## src/rtl/store_write_buffer.sv

```systemverilog
// Posted-store FIFO between the core data port and data memory, with a
// youngest-match forwarding lookup so loads never observe stale memory.
module store_write_buffer #(
    parameter int DEPTH = 4,
    parameter int AW    = 32,
    parameter int DW    = 32
) (
    input  logic                     clk,
    input  logic                     reset,
    input  logic                     memwrite,
    input  logic [AW-1:0]            dataadr,
    input  logic [DW-1:0]            writedata,
    output logic                     stall,
    output logic                     mem_valid,
    input  logic                     mem_ready,
    output logic [AW-1:0]            mem_addr,
    output logic [DW-1:0]            mem_wdata,
    input  logic [AW-1:0]            lookup_addr,
    output logic                     fwd_hit,
    output logic [DW-1:0]            fwd_data,
    output logic [$clog2(DEPTH):0]   count,
    output logic                     empty,
    output logic                     full
);
    localparam int PW = $clog2(DEPTH);
    localparam int CW = PW + 1;

    logic [AW-1:0] addr_q [DEPTH];
    logic [DW-1:0] data_q [DEPTH];
    logic [PW-1:0] wr_ptr;
    logic [PW-1:0] rd_ptr;
    logic [CW-1:0] count_q;
    logic          push;
    logic          pop;

    // Memory handshake: the head transfers on a rising edge where mem_valid and
    // mem_ready are both high; while mem_valid is high and mem_ready low the head
    // (mem_addr/mem_wdata) is held stable. Push only looks at full, never mem_ready.
    assign empty     = (count_q == '0);
    assign full      = (count_q == CW'(DEPTH));
    assign count     = count_q;
    assign stall     = memwrite & full;
    assign push      = memwrite & ~full;
    assign mem_valid = ~empty;
    assign pop       = mem_valid & mem_ready;
    assign mem_addr  = empty ? '0 : addr_q[rd_ptr];
    assign mem_wdata = empty ? '0 : data_q[rd_ptr];

    always_ff @(posedge clk) begin
        if (!reset) begin
            wr_ptr  <= '0;
            rd_ptr  <= '0;
            count_q <= '0;
        end else begin
            if (push) begin
                wr_ptr <= wr_ptr + 1'b1;
            end
            if (pop) begin
                rd_ptr <= rd_ptr + 1'b1;
            end
            case ({push, pop})
                2'b10:   count_q <= count_q + 1'b1;
                2'b01:   count_q <= count_q - 1'b1;
                default: count_q <= count_q;
            endcase
        end
    end

    // Entry payloads need no reset: validity comes only from rd_ptr and count.
    always_ff @(posedge clk) begin
        if (push) begin
            addr_q[wr_ptr] <= dataadr;
            data_q[wr_ptr] <= writedata;
        end
    end

    // Walk valid entries oldest to youngest so the last match is the youngest.
    always_comb begin
        logic [PW-1:0] idx;
        fwd_hit  = 1'b0;
        fwd_data = '0;
        idx      = '0;
        for (int k = 0; k < DEPTH; k++) begin
            idx = rd_ptr + PW'(k);
            if ((CW'(k) < count_q) && (addr_q[idx][AW-1:2] == lookup_addr[AW-1:2])) begin
                fwd_hit  = 1'b1;
                fwd_data = data_q[idx];
            end
        end
    end
endmodule

```

## config.mk

```make
export PLATFORM = sky130hd
export DESIGN_NAME = store_write_buffer
export DESIGN_NICKNAME = d
export VERILOG_FILES = /design/src/rtl/store_write_buffer.sv
export SDC_FILE = /design/constraint.sdc
export NUM_CORES = 1
export LEC_CHECK = 0
export BUFFER_PORTS_ARGS = -buffer_cell sky130_fd_sc_hd__buf_2
export CAP_MARGIN = 30
export CORE_ASPECT_RATIO = 1.25
export CORE_MARGIN = 3
export CORE_UTILIZATION = 43
export DETAILED_ROUTE_END_ITERATION = 16
export PLACE_DENSITY = 0.65
export SLEW_MARGIN = 5
export SYNTH_ARGS = -nofsm -noshare
export SYNTH_HDL_FRONTEND = slang
export SYNTH_SLANG_ARGS = --single-unit
```

## constraint.sdc

```tcl
create_clock -name clk -period 4.4 [get_ports clk]
set_input_delay 0.88 -clock clk [delete_from_list [all_inputs] [get_ports clk]]
set_output_delay 0.88 -clock clk [all_outputs]
set_load 0.005 [all_outputs]
```

---- Word level (Yosys, flattened, before mapping) ----
Memories as Yosys holds them, arrays and structs flattened. A register that Yosys moved wholly into a read port is not among the register bits.
Index checks and enable logic that the tools add are counted.
operators by class
  magnitude comparators ................... 4
  $add $sub $neg .......................... 6
  bitwise gates (word level) .............. 5
  equality and inequality tests ........... 7
  muxes and demuxes ....................... 17
  reduce and logical (&&, ||, !) cells .... 6
operator list
  cell                   number
  $mux W32               6
  $eq A30 B30 Y1         4
  $mux W2                4
  $lt A1 B3 Y1 const A   2
  $lt A2 B3 Y1 const A   2
  $mux W1                6
  $pmux W3 S2            1
  $add A2 B1 Y2 const B  2
  $add A2 B2 Y2 const B  2
  $logic_and A1 B1 Y1    4
  $add A3 B1 Y3 const B  1
  $and A1 B1 Y1          3
  $eq A3 B3 Y1 const B   1
  $logic_not A3 Y1       1
  $sub A3 B1 Y3 const B  1
  $eq A2 B1 Y1 const B   1
  $eq A2 B2 Y1 const B   1
  $not A1 Y1             2
  $reduce_bool A2 Y1     1
storage, ports and cells
  logic and storage cells ................. 50
  input bits .............................. 100
  memories ................................ 2
  bits in registers ....................... 7
  memory bits (writable) .................. 256
memories
  name    words  bits a word  read ports  clocked after memory_dff  write ports  line  RTL
  addr_q  4      32           4           1                         1            28    logic [AW-1:0] addr_q [DEPTH];
  data_q  4      32           4           1                         1            29    logic [DW-1:0] data_q [DEPTH];

---- Depth between registers and ports, before layout ----
An unclocked memory read counts as a cell.
  depth in word-level cells ............... 7
  depth in mapped cells ................... 14
  depth with buffers taken out ............ 10

---- Worst setup path after synthesis ----
Ideal clock, no wire load.
  kind .................................... input port to output port
  start ................................... input lookup_addr[11]
  end ..................................... output fwd_data[10]
  path slack .............................. 482 ps
  buffers on the path ..................... 3
  stages .................................. 10
  arrival time ............................ 3038 ps
  path through ............................ clkbuf_1 -> nor3_1 -> a311oi_1 -> o221ai_1 -> or4_4 -> or4_4 -> buf_6 -> buf_6 -> nand3_2 -> a22oi_2
on the way
  longest elaborated chain between the ends .. 6
  elaborated cells between the ends (all ways) .. 12
RTL lines
  item                   line  RTL
  start, declared        18    input logic [AW-1:0] lookup_addr,
  $eq A30 B30 Y1         85    if ((CW'(k) < count_q) && (addr_q[idx][AW-1:2] == lookup_addr[AW-1:2])) begin
  $logic_and A1 B1 Y1    85
  $mux W32 (3 in a row)  85
  $mux W32 *             85
  end, declared          20    output logic [DW-1:0] fwd_data,
Every way passes the cells marked *; elsewhere a longest branch is shown, timed or not.

---- Final worst setup path ----
  start ................................... register rd_ptr[0]
  end ..................................... output fwd_data[28]
on the way
  longest elaborated chain between the ends .. 7
  elaborated cells between the ends (all ways) .. 14
RTL lines
  item                    line  RTL
  start, declared         31    logic [PW-1:0] rd_ptr;
  start signal, assigned  59    rd_ptr <= rd_ptr + 1'b1;
  $add A2 B1 Y2           84    idx = rd_ptr + PW'(k);
  $mem_v2 Z4 W32          -
  $eq A30 B30 Y1          85
  $logic_and A1 B1 Y1     85
  $mux W32 (2 in a row)   85
  $mux W32 *              85
Marked as above.

==> metrics.md <==
| Metric | Value |
|---|---|
| DR vias | 12800 |
| Avg Inst Size Synth | between 10 and 15 µm² |
| Top cells by area, synth | edfxtp_1, mux4_2, mux2i_1 |
| Initial antenna violation count | 7 |
| Maxcap violations | 0 |
| Switching share of total power | 0.351 |
| Worst Hold Class | primary input to flip-flop |
| Vias in the first global route | 13100 |
| LEAKAGE | about 7.3 nW |
| Final Hold Fails | 0 |
| Switching pwr | about 3.8 mW |
| Share of the synthesized area in the top cell type | 0.435 |
| Adder-cell share of the synthesized area | 0.00638 |
| Startpoint Class | flip-flop |
| Final cycle utilization of the critical path | 1.10 |
| Area growth from synthesis to layout | 21.0% |
| CTS H-tree lvls | 1 |
| Status | complete, but fails checks |
| Clock sink count | roughly 270 |
| Final setup viols | 33 |
| Vias per inst | 5.97 |
| Pwr dens | just over 500 nW/µm² |
| Seq/Total Area, Yosys | 0.445 |
| CTS root buffer | clkbuf_16 |
| Die area | 43600 µm² |
| Max Fclk | between 200 and 250 MHz |
| Initial drt markers | 991 |
| Core box area | between 40000 and 50000 µm² |
| Synth cell types | 66 |
| Total Routing Usage GR | 0.236 |
| Drt drc | 0 |
| XOR/XNOR share of the synthesized area | 0.0491 |
| Overall power | 10.8 mW |
| Synth Area in Compound Gates | 0.0941 |
| Fraction of layout cells with a size suffix above 1 | 0.423 |
| Failing checks | setup timing |
| Skew-Pair Late Insertion Delay | ~0.56 ns |
| Clock slew at reported path FFs | 0.06 ns |
| Slew Viols, Final | 0 |
| Ys async rst share | 0 |
| Clock buffer depth | 3 |
| RSZ-0062 raised after global routing | true |
| Most frequent cells in the layout | edfxtp_1, buf_2, mux4_2 |
| Post-synthesis cell count | 1331 |
| Routed WL | 53.1 mm |
| Sequential share of power | 0.297 |
| Simple-Gate Fraction of Synth Area | 0.0876 |
| Main combinational cell family by area after synthesis | multiplexers |
| Synth warnings | 0 |
| Mux contribution to synthesized area | 0.279 |
| Internal power | 7.01 mW |
| Final #Nets | approximately 1700 |
| Top_reg_cell synth | edfxtp_1 |
| Ports | 204 |
| Crit path kind | flip-flop to primary output |
| Hold Buf Count CTS | 0 |
| Placer Congestion | a little under 1 |
| ANT nets after route | 0 |
| Relative slew slack | 0.525 |
| CTS Buf Count | 28 |
| Clk pwr share | 0.215 |
| Post-synth top area cell | edfxtp_1 |
| Most common cell after layout, fill and taps aside | edfxtp_1 |
| Worst Path Max Fanout | 8 |
| Crit path DAT | around 4 ns |
| CP required | 3.52 ns |
| Max VDD drop | 0.378 mV |
| Syn_nets | 1440 |
| CP endpoint kind | primary output |
| Final worst-path setup slack | -0.449 ns |
| CTS tree | done |
| Largest net degree at the start of global routing | 117 |
| IO buf count | roughly 200 |
| Synth Register Bits | 265 |
| WL per Instance | about 25 µm |
| HPWL Detailed | 36.7 mm |
| GRT overflow | 0 |
| Post-synth EDFFs | 256 |
| Logic pwr share | 0.489 |
| Die Wd | 187 µm |
| Starting Density | 0.438 |
| Min cycle time layout | just under 5 ns |
| Worst-margin pin slew | approximately 0.71 ns |
| Row cnt | 82 |
| Mapped cell area | 17700 µm² |
| Setup TNS | -13.25 ns |
| First-pass DRT Iterations | 5 |
| Worst Skew | 0.00665 ns |
| Global-route wire length before repair | between 70 and 80 mm |
| Die Y | 233 µm |
-- worst paths after layout --
kind	slack [ns]	cells past startpoint	startpoint	endpoint
max	-0.45	14	rd_ptr[0]	fwd_data[28]
min	0.54	1	writedata[24]	data_q[3][24]
max reg2reg	1.39	8	count[0]	count[2]
min reg2reg	0.68	4	wr_ptr[1]	wr_ptr[1]
-- flip-flops by register name, indices dropped and copies added (netlist names), named ones only --
name    count
addr_q    128
data_q    128
count       3
rd_ptr      2
wr_ptr      2
-- repair_timing --
item / 4_1_cts / 5_1_grt
resized for setup: 46 / 33
gates cloned: 5 / 2
buffers inserted: 16 / 15
endpoints found under the setup margin: 33 / 33
pin swaps: 5 / 5
hold endpoints to repair: 0 / 0
-- stage by stage --
step	hold slack, ns	utilization	setup slack, ns	instances	cell area (µm²)
after floorplan	0.554	-	0.482	1331	17700
after global placement	0.652	0.488	-0.109	2060	19700
after detailed placement	0.665	0.488	-0.118	2060	19700
after CTS	0.498	0.522	-0.447	2130	21000
after global routing	0.515	0.530	-0.542	2150	21400
final	0.536	0.530	-0.449	2151	21400
-- power groups by stage --
stage	Clock, mW	Sequential [mW]	Combinational (mW)
global route	2.47	3.23	5.65
floorplan	0	3.17	3.48
detailed placement	0	3.28	4.88
global placement	0	3.26	4.84
finish	2.32	3.20	5.28
CTS	2.37	3.20	5.15
-- metal layers --
| metal | part of all wire | track usage | vias to the layer above |
|---|---|---|---|
| met5 | 0.0010 | 0 | - |
| met4 | 0.038 | 0.0926 | 6 |
| met3 | 0.061 | 0.0354 | 117 |
| met2 | 0.52 | 0.427 | 502 |
| met1 | 0.38 | 0.283 | 6462 |
| li1 | - | - | 5745 |
-- critical path: stages, from the launching register on --
cell and delay (ns):
dfxtp_4 0.41, buf_12 0.15, buf_8 0.13, buf_6 0.11, mux4_2 0.51, xnor2_1 0.17
nand4_1 0.18, a211o_1 0.38, nor4_4 0.29, buf_6 0.21, clkbuf_16 0.20, mux2_2 0.35
nand3_2 0.08, a22oi_2 0.08, buf_2 0.14
-- area by class of cell --
class / instances / area (µm²)
antenna: 3 / 7.51
clock buffer: 35 / 748
clock inverter: 14 / 140
fill: 3444 / 18900
inverter: 10 / 37.5
multi-input combinational: 936 / 9360
sequential: 265 / 7880
tap: 546 / 683
timing repair buffer: 342 / 2510
-- cell families (layout without fill, tap and decap cells) --
family          count (synthesis)  count (layout)
compound gates                237             237
xor+xnor                       99              99
fa+ha+maj                       9               9
buf+inv                       130             401
flops                         265             265
mux                           323             323
other cells                     0               3
simple gates                  268             268
-- cell usage after synthesis, drive strengths merged (6+ instances only) --
cell / number
edfxtp: 256
nor2: 21
nor4: 13
mux4: 128
clkbuf: 50
and2: 71
buf: 70
a2111oi: 8
xor2: 37
nand2: 87
nor3: 7
mux2i: 124
nand4: 10
nor2b: 6
dfxtp: 9
o22ai: 13
xnor2: 62
ha: 9
nand3: 37
a21oi: 41
a211oi: 10
a22oi: 40
mux2: 71
inv: 9
o21ai: 84
Power figures use the tool's default switching activity.
